File: config.mk
export PLATFORM = sky130hd
export DESIGN_NAME = ram_uart_streamer
export DESIGN_NICKNAME = d
export VERILOG_FILES = /design/src/rtl/ram_uart_streamer.sv
export SDC_FILE = /design/constraint.sdc
export NUM_CORES = 1
export LEC_CHECK = 0
export ABC_AREA = 1
export CAP_MARGIN = 0
export CORE_MARGIN = 5
export CORE_UTILIZATION = 55
export DETAILED_ROUTE_END_ITERATION = 16
export DONT_BUFFER_PORTS = 1
export PLACE_DENSITY = 0.8
export SLEW_MARGIN = 10
export SYNTH_ARGS = -nofsm -noshare
export SYNTH_HDL_FRONTEND = slang
export SYNTH_SLANG_ARGS = --single-unit
File: constraint.sdc
create_clock -name clock -period 1.5 [get_ports clock]
set_clock_uncertainty 0.05 [all_clocks]
set_input_delay 0.15 -clock clock [delete_from_list [all_inputs] [get_ports clock]]
set_output_delay 0.15 -clock clock [all_outputs]
set_load 0.02 [all_outputs]
File: src/rtl/ram_uart_streamer.sv
// rtl/ram_uart_streamer.sv - walks a RAM address window and streams each word to the UART
// Read-clock-domain dump engine: FETCH/CAPTURE hide the 1-cycle RAM latency, SEND holds the byte.
module ram_uart_streamer #(
  parameter int DATA_WIDTH = 8,
  parameter int ADDR_WIDTH = 4
) (
  input  logic                  clock,
  input  logic                  reset,
  input  logic                  start,
  input  logic [ADDR_WIDTH-1:0] start_addr,
  input  logic [ADDR_WIDTH:0]   word_count,
  input  logic                  abort,
  output logic [ADDR_WIDTH-1:0] read_addr,
  input  logic [DATA_WIDTH-1:0] q,
  output logic [DATA_WIDTH-1:0] tx_data,
  output logic                  tx_valid,
  input  logic                  tx_ready,
  output logic                  busy,
  output logic                  done
);

  typedef enum logic [1:0] {
    IDLE    = 2'd0,
    FETCH   = 2'd1,
    CAPTURE = 2'd2,
    SEND    = 2'd3
  } state_t;

  state_t              state;
  logic [ADDR_WIDTH:0] remaining;

  always_ff @(posedge clock or posedge reset) begin
    if (reset) begin
      state     <= IDLE;
      read_addr <= '0;
      remaining <= '0;
      tx_data   <= '0;
      tx_valid  <= 1'b0;
      busy      <= 1'b0;
      done      <= 1'b0;
    end else begin
      done <= 1'b0;
      if (state != IDLE && abort) begin
        // abort wins over any handshake in flight; the offered word is discarded
        tx_valid <= 1'b0;
        done     <= 1'b1;
        busy     <= 1'b0;
        state    <= IDLE;
      end else begin
        case (state)
          IDLE: begin
            if (start && !abort) begin
              if (word_count != '0) begin
                read_addr <= start_addr;
                remaining <= word_count;
                busy      <= 1'b1;
                state     <= FETCH;
              end else begin
                done <= 1'b1;
              end
            end
          end
          FETCH: begin
            state <= CAPTURE;
          end
          CAPTURE: begin
            tx_data   <= q;
            tx_valid  <= 1'b1;
            remaining <= remaining - (ADDR_WIDTH+1)'(1);
            state     <= SEND;
          end
          SEND: begin
            if (tx_ready) begin
              tx_valid <= 1'b0;
              if (remaining != '0) begin
                read_addr <= read_addr + ADDR_WIDTH'(1);
                state     <= FETCH;
              end else begin
                done  <= 1'b1;
                busy  <= 1'b0;
                state <= IDLE;
              end
            end
          end
          default: begin
            tx_valid <= 1'b0;
            busy     <= 1'b0;
            state    <= IDLE;
          end
        endcase
      end
    end
  end

endmodule

==> impl_metrics.env <==
export IMPL_pre_cts_ws_ns=-0.128
export IMPL_gr_usage_all_layers=0.187
export IMPL_status="finished, violations left"
export IMPL_fin_cells=216
export IMPL_min_period_over_period=1.06
export IMPL_min_period_ns=1.59
export IMPL_layout_drive_gt1_share=0.309
export IMPL_cts_max_path_buffers=2
export IMPL_fin_nets=218
export IMPL_yosysSeqAreaShare=0.433
export IMPL_startpoint="state[1]"
export IMPL_end_kind="flip-flop"
export IMPL_max_cap_violations=0
export IMPL_synth_simple_area_share=0.303
export IMPL_worst_hold_slack_ns=-0.00975
export IMPL_r2r_start="state[1]"
export IMPL_drc=0
export IMPL_final_area_um2=1730
export IMPL_drtIter0Drc=36
export IMPL_die_w_um=58.1
export IMPL_yosysWarnings=0
export IMPL_setup_viol=15
export IMPL_r2r_cells=9
export IMPL_crit_arrival_ns=1.78
export IMPL_tightestPinTransition_ns=0.343
export IMPL_syn_nets=184
export IMPL_vias=1203
export IMPL_drtPass1Iterations=4
export IMPL_irDropWorstVdd_v=0.00154
export IMPL_start_kind="flip-flop"
export IMPL_grt_pass1_vias=1164
export IMPL_grt_max_degree=23
export IMPL_r2r_slack_ns=-0.09
export IMPL_rows=17
export IMPL_cts_clk_slew_worst_paths_ns=0.11
export IMPL_violations="hold timing, setup timing"
export IMPL_tns_ns=-0.535
export IMPL_routed_wirelength_mm=3.28
export IMPL_path_max_fanout=4
export IMPL_ys_top_cells_by_area="dfrtp_1 (43%), nand2_1 (15%), mux2_2 (7.1%), ha_1 (5.9%), inv_1 (4.1%)"
export IMPL_cts_tree="yes"
export IMPL_die_area_um2=3370
export IMPL_antenna_diode_count=0
export IMPL_finalHoldViolations=1
export IMPL_cp_required_ns=1.69
export IMPL_antenna_found_initial=0
export IMPL_grt_pass1_wl_mm=4.93
export IMPL_rsz0062_at_grt="true"
export IMPL_ant_nets=0
export IMPL_drt_vias_per_instance=5.57
export IMPL_synth_top_area_share=0.433
export IMPL_place_gp_congestion=0.845
export IMPL_synth_area_per_cell_um2=8.15
export IMPL_synth_seq_cells=22
export IMPL_synth_top_area_cell="dfrtp_1"
export IMPL_ys_types=23
export IMPL_coreArea_um2=2210
export IMPL_floorplan_initialDensity=0.575
export IMPL_place_area_um2=1390
export IMPL_critical_path_class="flip-flop to flip-flop"
export IMPL_slew_headroom=0.772
export IMPL_hpwl_mm=2.17
export IMPL_route_detailed_wl_per_inst_um=15.2
export IMPL_syn_area_um2=1270
export IMPL_fin_ws_ns=-0.0894
export IMPL_timing_rr_end="read_addr[0]"
export IMPL_clock_latency_ns=0.30
export IMPL_cts_buffers=3
export IMPL_cts_sinks=22
export IMPL_globalRouteOverflowTotal=0
export IMPL_synthMuxAreaShare=0.0787
export IMPL_port_buffers=0
export IMPL_synthXorXnorAreaFrac=0.00689
export IMPL_p_per_area_nw_per_um2=2230
export IMPL_synth_top_family_by_area="simple AND/OR/NAND/NOR gates"
export IMPL_synth_adder_area_share=0.0591
export IMPL_max_freq_ghz=0.629
export IMPL_placedCellCount=195
export IMPL_utilization=0.783
export IMPL_hold_path_class="primary input to flip-flop"
export IMPL_final_max_slew_violation_count=0
export IMPL_die_h_um=58.1
export IMPL_clockRootBuffer="clkbuf_4"
export IMPL_area_delta_synth_final_pct=36.3
export IMPL_power_leakage_nw=0.862
export IMPL_crit_end="read_addr[0]"
export IMPL_synth_compound_area_share=0.0689
export IMPL_pin_count=37
export IMPL_synthCells=156
export IMPL_htree_levels=1
worst min-delay path by stage:
| stage | endpoint | slack, ns | cells past startpoint | from |
|---|---|---|---|---|
| after floorplan | busy | 0.09 | 1 | reset |
| after global placement | tx_data[1] | 0.04 | 2 | reset |
| after detailed placement | tx_data[3] | 0.04 | 2 | reset |
| after CTS | read_addr[1] | 0.004 | 4 | start_addr[1] |
| after global routing | tx_valid | 0.0001 | 3 | tx_ready |
| final | tx_valid | -0.01 | 3 | tx_ready |
sequential cells by signal, indices dropped and copies added, names as in the netlist:
signal / flops
done: 1
busy: 1
tx_valid: 1
tx_data: 8
remaining: 5
state: 2
read_addr: 4
cell type report:
cell class / count / area [um^2]
clock buffers: 3 / 22.5
fillers: 141 / 479
inverters: 17 / 66.3
multi-input cells: 117 / 806
flip-flops and latches: 22 / 551
well taps: 28 / 35.0
repair buffers: 29 / 253
logic make-up (layout without fill, tap and decap cells):
family                   count (synthesis)  count (layout)
multiplexers                             9               9
adder cells (fa/ha/maj)                  6               6
AO/OA/AOI/OAI                           17              17
XOR/XNOR                                 1               1
flip-flops                              22              22
AND/OR/NAND/NOR                         84              84
buffers and inverters                   17              49
where the power goes:
part / internal, W / switching [W]
sequential: 0.000892 / 0.000459
combinational: 0.00103 / 0.00123
clock: 0.0000935 / 0.000163
cells in the mapped netlist (all sizes together):
cell and instances:
nor3 2, ha 6, nand4 3, dfrtp 22, mux2 8, o21bai 1
a21oi 5, xor2 1, o21ai 11, nand3b 1, nor2 16, nand2 53
inv 17, nand3 9, mux2i 1
layout by cell type (no fill, tap or decap), types with 5 or more instances in the layout:
master         instances
nand2_1               50
dfrtp_1               22
buf_4                 16
dlygate4sd3_1         11
inv_1                 10
nor2_1                 9
mux2_4                 8
inv_2                  6
o21ai_0                6
nand3_1                6
nor2_4                 5
o21ai_1                5
routing by layer:
| metal | up-vias | part of all wire | wire length (um) | global-route usage |
|---|---|---|---|---|
| met3 | 6 | 0.081 | 267 | 0.0557 |
| met5 | - | 0 | 0 | 0 |
| met4 | 0 | 0.013 | 42 | 0.0530 |
| met2 | 52 | 0.53 | 1740 | 0.337 |
| met1 | 571 | 0.38 | 1230 | 0.213 |
| li1 | 574 | - | - | - |
worst max-delay path, stage by stage, from the launching register on:
cell and delay, ns:
dfrtp_1 0.43, inv_2 0.13, ha_4 0.21, inv_2 0.05, o21ai_1 0.07, nor2_2 0.19, nand2_1 0.12, nor2_4 0.15
nand2_1 0.08, nand2_1 0.06
through the flow:
step                      hold WS, ns  total power [W]
final                        -0.00975          0.00387
after global routing         0.000104          0.00417
after CTS                     0.00424          0.00344
after detailed placement       0.0410          0.00299
after global placement         0.0410          0.00290
after floorplan                0.0892          0.00251
timing repair:
action	in CTS	in global routing
hold buffers	11	0
setup buffers	1	6
resized for setup	12	26
endpoints found under the hold margin	32	0
endpoints found under the setup margin	22	22
pin swaps	11	10
Power figures use the tool's default switching activity.
